$ cat src/rtl/pe_array_drain_ctrl.sv
// Drain sequencer for the PE array ACCFIFOs.
// Each entry is one LOAD beat, which copies every PE's ACCFIFO head into its
// output register. It is followed by NUM_PE_COL/2 SHIFT beats, which move the
// column pairs right along the out_to_right chain toward the output buffer.
// The data path lives in the PEs. This block only drives the PE control
// strobes and the buffer handshake: valid, address and column pair.
module pe_array_drain_ctrl #(
    parameter int NUM_PE_ROW   = 1,
    parameter int NUM_PE_COL   = 2,
    parameter int TOTAL_NUM_PE = NUM_PE_ROW * NUM_PE_COL,
    parameter int MAX_ENTRIES  = 16,
    parameter int ENTRY_W      = $clog2(MAX_ENTRIES + 1),
    parameter int ADDR_W       = ($clog2(MAX_ENTRIES * NUM_PE_COL / 2) > 0) ?
                                 $clog2(MAX_ENTRIES * NUM_PE_COL / 2) : 1
) (
    input  logic                            clk,
    input  logic                            rst_n,
    input  logic                            start,
    input  logic [ENTRY_W-1:0]              n_entries,
    input  logic                            abort,
    output logic                            busy,
    output logic                            done,
    output logic                            err,
    input  logic [TOTAL_NUM_PE-1:0]         pe_ctrl_ACCFIFO_empty,
    output logic [TOTAL_NUM_PE-1:0]         pe_ctrl_ACCFIFO_read_to_outbuffer,
    output logic [TOTAL_NUM_PE-1:0]         pe_ctrl_out_mux_sel_PE,
    output logic [TOTAL_NUM_PE-1:0]         pe_ctrl_out_to_right_pe_en,
    output logic                            ob_valid,
    input  logic                            ob_ready,
    output logic [ADDR_W-1:0]               ob_addr,
    output logic [$clog2(NUM_PE_COL/2):0]   ob_col_pair
);

    localparam int HALF   = NUM_PE_COL / 2;
    localparam int BEAT_W = (HALF > 1) ? $clog2(HALF) : 1;
    localparam int CP_W   = $clog2(HALF) + 1;
    localparam int SUM_W  = ENTRY_W + CP_W + 1;
    localparam logic [BEAT_W-1:0] LAST_BEAT = BEAT_W'(HALF - 1);

    typedef enum logic [1:0] {IDLE, LOAD, SHIFT, DONE} state_t;

    state_t              state;
    logic [ENTRY_W-1:0]  n_lat;
    logic [ENTRY_W-1:0]  entry;
    logic [BEAT_W-1:0]   beat;
    logic                any_empty;
    logic                last_beat;
    logic                last_entry;
    logic                rd_all;
    logic                mux_all;
    logic                en_all;

    // Clamp an oversized drain request to the ACCFIFO depth
    function automatic logic [ENTRY_W-1:0] sat_entries(input logic [ENTRY_W-1:0] n);
        return (n > ENTRY_W'(MAX_ENTRIES)) ? ENTRY_W'(MAX_ENTRIES) : n;
    endfunction

    assign any_empty  = |pe_ctrl_ACCFIFO_empty;
    assign last_beat  = (beat == LAST_BEAT);
    assign last_entry = ((entry + ENTRY_W'(1)) == n_lat);

    // Drain FSM with registered busy/done/ob_valid; abort overrides every transition
    always_ff @(posedge clk or negedge rst_n) begin
        if (!rst_n) begin
            state    <= IDLE;
            n_lat    <= '0;
            entry    <= '0;
            beat     <= '0;
            err      <= 1'b0;
            busy     <= 1'b0;
            done     <= 1'b0;
            ob_valid <= 1'b0;
        end else if (abort) begin
            state    <= IDLE;
            entry    <= '0;
            beat     <= '0;
            busy     <= 1'b0;
            done     <= 1'b0;
            ob_valid <= 1'b0;
        end else begin
            case (state)
                IDLE: begin
                    if (start) begin
                        n_lat <= sat_entries(n_entries);
                        err   <= 1'b0;
                        entry <= '0;
                        beat  <= '0;
                        busy  <= 1'b1;
                        if (n_entries == '0) begin
                            state <= DONE;
                            done  <= 1'b1;
                        end else begin
                            state <= LOAD;
                        end
                    end
                end
                LOAD: begin
                    if (any_empty) begin
                        // A missing head would corrupt the entry; give up without done
                        err   <= 1'b1;
                        state <= IDLE;
                        busy  <= 1'b0;
                    end else begin
                        state    <= SHIFT;
                        beat     <= '0;
                        ob_valid <= 1'b1;
                    end
                end
                SHIFT: begin
                    if (ob_ready) begin
                        if (!last_beat) begin
                            beat <= beat + BEAT_W'(1);
                        end else begin
                            beat     <= '0;
                            ob_valid <= 1'b0;
                            if (last_entry) begin
                                state <= DONE;
                                done  <= 1'b1;
                            end else begin
                                entry <= entry + ENTRY_W'(1);
                                state <= LOAD;
                            end
                        end
                    end
                end
                DONE: begin
                    state <= IDLE;
                    busy  <= 1'b0;
                    done  <= 1'b0;
                end
                default: begin
                    state <= IDLE;
                end
            endcase
        end
    end

    // PE strobes follow the current state and ob_ready so that a stall freezes the chain the same cycle
    always_comb begin
        rd_all  = 1'b0;
        mux_all = 1'b0;
        en_all  = 1'b0;
        case (state)
            LOAD: begin
                if (!any_empty) begin
                    rd_all = 1'b1;
                    en_all = 1'b1;
                end
            end
            SHIFT: begin
                // The last beat has already reached the rightmost pair, so it is not shifted
                if (ob_ready && !last_beat) begin
                    mux_all = 1'b1;
                    en_all  = 1'b1;
                end
            end
            default: begin
            end
        endcase
    end

    assign pe_ctrl_ACCFIFO_read_to_outbuffer = {TOTAL_NUM_PE{rd_all}};
    assign pe_ctrl_out_mux_sel_PE            = {TOTAL_NUM_PE{mux_all}};
    assign pe_ctrl_out_to_right_pe_en        = {TOTAL_NUM_PE{en_all}};

    assign ob_addr     = ob_valid ? ADDR_W'(SUM_W'(entry) * SUM_W'(HALF) + SUM_W'(beat)) : '0;
    assign ob_col_pair = ob_valid ? (CP_W'(HALF - 1) - CP_W'(beat)) : '0;

endmodule

$ cat config.mk
export PLATFORM = sky130hd
export DESIGN_NAME = pe_array_drain_ctrl
export DESIGN_NICKNAME = d
export VERILOG_FILES = /design/src/rtl/pe_array_drain_ctrl.sv
export SDC_FILE = /design/constraint.sdc
export NUM_CORES = 1
export LEC_CHECK = 0
export ABC_AREA = 1
export CAP_MARGIN = 20
export CORE_ASPECT_RATIO = 1.75
export CORE_MARGIN = 5
export CORE_UTILIZATION = 45
export CTS_CLUSTER_SIZE = 8
export DETAILED_ROUTE_END_ITERATION = 16
export PLACE_DENSITY = 0.75
export SLEW_MARGIN = 20
export SYNTH_ARGS = -nofsm -noshare
export SYNTH_HDL_FRONTEND = slang
export SYNTH_SLANG_ARGS = --single-unit
export TNS_END_PERCENT = 100
$ cat constraint.sdc
create_clock -name clk -period 2 [get_ports clk]
set_input_delay 0.4 -clock clk [delete_from_list [all_inputs] [get_ports clk]]
set_output_delay 0.4 -clock clk [all_outputs]
set_load 0.005 [all_outputs]
# Word-level counts from Yosys, hierarchy flattened
# Cells that the tools add are included.
[word_totals]
ff_bits = 17
output_inout_bits = 15
in_bits = 12
wordCells = 92
[op_classes]
n_lt_le_gt_ge = 1
reduce_logical = 18
bitwise_logic = 1
n_eq_ne = 14
n_addsub = 4
muxes = 46
[ops]
columns = ["cell", "n"]
rows = [
  ["5-bit two-way mux", 6],
  ["1-bit two-way mux", 24],
  ["3-bit inequality test (second input constant)", 8],
  ["2-bit two-way mux", 7],
  ["4-bit AND reduction", 3],
  ["4-bit nonzero test", 3],
  ["5-bit case mux with 2 select lines", 1],
  ["1-bit case mux with 3 select lines", 3],
  ["3-bit AND reduction", 3],
  ["2-bit case mux with 4 select lines", 1],
  ["1-bit case mux with 2 select lines", 3],
  ["6-bit AND reduction", 1],
  ["3-bit nonzero test", 2],
  ["5-bit by 1-bit adder with 5-bit output (second input constant)", 1],
  ["5-bit equality test", 1],
  ["5-bit > comparator (second input constant)", 1],
  ["5-bit logical NOT", 1],
  ["5-bit AND reduction", 1],
  ["4-bit by 1-bit adder with 4-bit output", 1],
  ["2-bit equality test (second input constant)", 2],
  ["4-bit two-way mux", 1],
  ["2-bit inequality test (second input constant)", 2],
  ["2-bit by 1-bit equality test with 1-bit output (second input constant)", 1],
  ["2-bit logical NOT", 1],
  ["6 further kinds", 6],
]

# Longest topological paths before layout
# Gate-level depths: netlist of the first run.
[logic_depth]
ltp_word = 7
depth_mapped = 13
depth_no_buf = 13

# Worst setup path before layout of the first run
# OpenSTA, ideal clock, no wires.
[synth_path]
path_kind = "reg2out"
from = "register state[1]"
to = "output port pe_ctrl_ACCFIFO_read_to_outbuffer[0]"
required_ps = 1600
arrival_ps = 1412
path_slack_ps = 188
path_buffers = 1
stages_incl_launch_ff = 6
path_cell_list = "dfrtp_1 inv_1 ha_1 inv_1 nor3_1 buf_4"
[synth_between]
elab_chain_cells = 2
[synth_lines]
columns = ["item", "line_no", "source"]
rows = [
  ["from (decl)", "42", "state_t state;"],
  ["from (signal assigned)", "65", "state <= IDLE;"],
  ["from (signal assigned)", "74", "state <= IDLE;"],
  ["from (signal assigned)", "90", "state <= DONE;"],
  ["2-bit by 1-bit equality test with 1-bit output", "143", "case (state)"],
  ["1-bit two-way mux", "143", ""],
  ["to (decl)", "25", "output logic [TOTAL_NUM_PE-1:0] pe_ctrl_ACCFIFO_read_to_outbuffer,"],
]
# Every way passes these cells.

# Worst setup path after layout of the first run
[layout_path]
from = "register state[1]"
to = "output port pe_ctrl_out_to_right_pe_en[1]"
[layout_between]
elab_chain_cells = 2
word_cells_on_any_way = 3
classes_between = "eq/ne: 2; mux: 1"
[layout_lines]
columns = ["item", "line_no", "source"]
rows = [
  ["2-bit equality test / 2-bit by 1-bit equality test with 1-bit output (equally long branches)", "143", ""],
  ["1-bit case mux with 2 select lines (*)", "143", ""],
  ["to (decl)", "27", "output logic [TOTAL_NUM_PE-1:0] pe_ctrl_out_to_right_pe_en,"],
]
# Mark *: on every way between the ends. The rest lies on a longest branch, timed or not.

==> impl_results.rst, run 1 <==
.. list-table::
   :header-rows: 1

   * - Metric
     - Value
   * - Worst path top cell family by delay
     - buffers and inverters
   * - Kind of critical path
     - reg2out
   * - Clock power share
     - 15.7%
   * - Count of antenna-violating nets left after detailed routing
     - 0
   * - Total CTS buffers
     - 3
   * - Drt pass-1 iters
     - 4
   * - Main flop type after synthesis
     - dfrtp_1
   * - Post-detailed-route wirelength per cell
     - 13.0 µm
   * - Worst hold path type
     - in2async
   * - Kind of launch point of the worst setup path
     - flop
   * - Setup repair after global routing missed its margin
     - false
   * - Root Buffer Master
     - clkbuf_8
   * - Port Buf Inserts
     - 23
   * - Warning count from the yosys run
     - 0
   * - Period utilization
     - 94.7%
   * - Share of power burned in combinational logic
     - 52.5%
   * - Overall fraction of global-route tracks in use
     - 16.5%
   * - Final-report hold violation count
     - 0
   * - Wire length reported by the detailed router
     - 2850 µm
   * - Total instance count after detailed placement
     - 214
   * - Total area of multi-input combinational cells
     - 619 µm²
   * - Setup-violating endpoint count in the final report
     - 0
   * - Sink count of the clock tree
     - 16
   * - Core occupancy in the finished layout
     - 60.0%
   * - Buffering stage count on the worst path with inverters included
     - 4
   * - Final HPWL DP
     - 2270 µm
   * - Post-layout min period
     - 1.89 ns
   * - Arrival time at the worst endpoint
     - 1.49 ns
   * - Standard cell with the maximum stage delay on the critical path
     - dfrtp_1
   * - Proportion of synthesized chip area in sequential cells
     - 34.4%
   * - Gr ovfl total
     - 0
   * - Post-synthesis adder-cell area fraction
     - 5.38%
   * - TritonCTS clock tree
     - done
   * - Most frequent cell after synthesis
     - nand2_1
   * - Initial Utilization
     - 46.6%
   * - First-iteration detailed-routing DRC count
     - 19
   * - Main area contributors after synthesis
     - dfrtp_1, nand2_1, inv_1
   * - Pwr Density
     - 1040 mW/mm²
   * - Synthesized-area fraction occupied by ao, oa, aoi and oai cells
     - 9.04%
   * - Top layer in use
     - met4
   * - Leakage
     - 0.770 nW
   * - Max-capacitance violation count
     - 0
   * - Final Max Slew Viols
     - 0
   * - Number of flops mapped to enable cells by yosys
     - 0
   * - Endpoint kind of the worst setup timing path
     - output port
   * - Multiplexer fraction of the synthesized cell area
     - 0%
   * - Fill cell instance count of the final layout
     - 243
   * - Largest family of logic cells by synthesized area
     - simple AND/OR/NAND/NOR gates
   * - Worst clock skew
     - 0.000752 ns
   * - Antenna violations before repair
     - 0
   * - Crit path largest cell delay
     - 0.40 ns
   * - Met1 Wirelength
     - 974 µm
   * - Via count of the first global-routing pass
     - 1153
   * - Required arrival time at the worst endpoint
     - 1.60 ns
   * - Placement row count
     - 24
   * - Proportion of synthesized flip-flops having asynchronous set or reset
     - 100%
   * - Layout cells sized above 1
     - 18.1%
   * - Routed wl met2
     - 1700 µm
   * - Global placement routability congestion
     - 0.910
   * - Area of the die
     - 0.00374 mm²
   * - Cell-internal power
     - 0.910 mW
   * - Synthesis-to-finish area growth
     - 28.7%
   * - Post-synthesis instance area
     - 0.00116 mm²
   * - Pin count of the biggest net entering global routing
     - 17
   * - Largest area contributor in the synthesized netlist
     - dfrtp_1
   * - Die Height
     - 77.2 µm
   * - ANT cells
     - 0
   * - Top cells by count, synth
     - nand2_1, inv_1, dfrtp_1
   * - Xor and xnor fraction of the mapped netlist area
     - 0%
   * - Number of nets in the layout
     - 212
   * - Total DRC errors in the routed layout
     - 0
   * - Vias per cell
     - 5.15
   * - Netlist cell types
     - 24
   * - Die Span X
     - 48.4 µm
   * - Part of the total power dissipated in sequential elements
     - 31.9%
   * - Total via count in the routed design
     - 1128
   * - Worst VDD drop
     - 693 µV
   * - Storage element area
     - 400 µm²
   * - Outcome
     - complete, no violations
   * - Top-level I/O count
     - 27
   * - Number of synthesized register bits
     - 16
   * - Cell count after synthesis
     - 164
   * - Highest net fanout along the worst path
     - 5
   * - Clock-pin slew of the registers on the worst-case setup and hold paths
     - 0.06 ns
   * - Clk Latency, worst-skew pair
     - 0.25 ns
   * - Worst-case hold slack
     - 0.471 ns
   * - CTS H-Tree Depth
     - 1
   * - Crit-path cells
     - inv_2 > ha_4 > inv_1 > nor3_2 > buf_4 > dlygate4sd2_1
   * - Switching Fraction
     - 41.5%
   * - Basic-gate share of the synthesized area counting and, or, nand and nor cells
     - 36.2%
   * - Bufs on Longest Clock Path
     - 2
   * - Share of Yosys cell area claimed by the top area cell type
     - 34.4%
   * - Core footprint
     - 0.00249 mm²
   * - Amount of wire on met3 after detailed routing
     - 108 µm
   * - Avg Inst Size Synth
     - 7.09 µm²
   * - Switching pwr
     - 0.646 mW
   * - Fin cells
     - 219
   * - Upper clock frequency limit
     - 528 MHz
   * - Global-route wire length before repair
     - 4950 µm
repair_timing:
action                                  4_1_cts  5_1_grt
pin swaps                                     0        0
buffers inserted                              2        0
endpoints found under the setup margin        4        1
gates cloned                                  0        0
gates resized for setup                       8        1
hold buffers                                  0        0
placed cells by master (no fill, tap or decap), drive strengths merged, types with 4 or more instances in the layout:
master          n
nand4           9
dfrtp          16
dlygate4sd2     4
inv            26
nand3          13
buf            10
nor2           13
o21ai          10
nand2          52
a21oi           4
ha              5
clkdlybuf4s50  19
power by group through the flow:
| stage | Sequential, mW | Combinational, mW | Clock [mW] |
|---|---|---|---|
| floorplan | 0.486 | 0.525 | 0 |
| global placement | 0.492 | 0.749 | 0 |
| detailed placement | 0.496 | 0.772 | 0 |
| CTS | 0.495 | 0.815 | 0.242 |
| global route | 0.511 | 0.923 | 0.261 |
| finish | 0.496 | 0.816 | 0.244 |
flip-flops by register name (all words and copies together), names as in the netlist:
signal,cells
entry,5
n_lat,5
state,2
busy,1
done,1
err,1
ob_valid,1
metal layers:
metal	GRT usage, %	vias up
met5	0	-
met4	6.09	0
met3	3.10	9
met2	33.1	25
met1	15.2	525
li1	-	569
worst paths after layout:
kind                            slack [ns]                       endpoint  cells past startpoint                 start
worst max-delay path                  0.11  pe_ctrl_out_to_right_pe_en[1]                      6  state[1]$_DFFE_PN0P_
worst min-delay path                  0.47           n_lat[0]$_DFFE_PN0P_                      2                 rst_n
worst max register to register        0.16           state[1]$_DFFE_PN0P_                     12  state[0]$_DFFE_PN0P_
worst min register to register        0.47               done$_DFFE_PN0P_                      2      done$_DFFE_PN0P_
max in group asynchronous             1.34               busy$_DFFE_PN0P_                      2                 rst_n
min in group clk                      0.47               done$_DFFE_PN0P_                      2      done$_DFFE_PN0P_
final cells by class:
| cell class | count | share of cell area [%] |
|---|---|---|
| clock buffer | 3 | 2.76 |
| sequential | 16 | 26.8 |
| timing repair buffer | 33 | 20.1 |
| multi-input combinational | 115 | 41.4 |
| tap | 26 | 2.17 |
| inverter | 26 | 6.86 |
cell families (layout without fill, tap and decap cells):
logic type / Yosys count / after routing
compound gates: 16 / 16
fa+ha+maj: 5 / 5
buf+inv: 35 / 62
flops: 16 / 16
other cells: 1 / 3
simple gates: 91 / 91
metrics by stage:
| stage | setup WS, ns | TNS (ns) | cell area (µm²) | power, mW |
|---|---|---|---|---|
| 6_report | 0.106 | 0 | 1500 | 1.56 |
| 5_1_grt | 0.0291 | 0 | 1500 | 1.70 |
| 4_1_cts | 0.130 | 0 | 1490 | 1.55 |
| 3_5_place_dp | -0.164 | -0.625 | 1430 | 1.27 |
| 3_3_place_gp | -0.154 | -0.616 | 1430 | 1.24 |
| 2_1_floorplan | 0.188 | 0 | 1170 | 1.01 |
Note: power is estimated with default switching activity, not from simulation.
==> inputs of run 2 (changes only) <==
Settings changed: CAP_MARGIN 20 to 25.
==> results of run 2 <==
The final DEF is identical to that of run 1; final timing and power are the same.
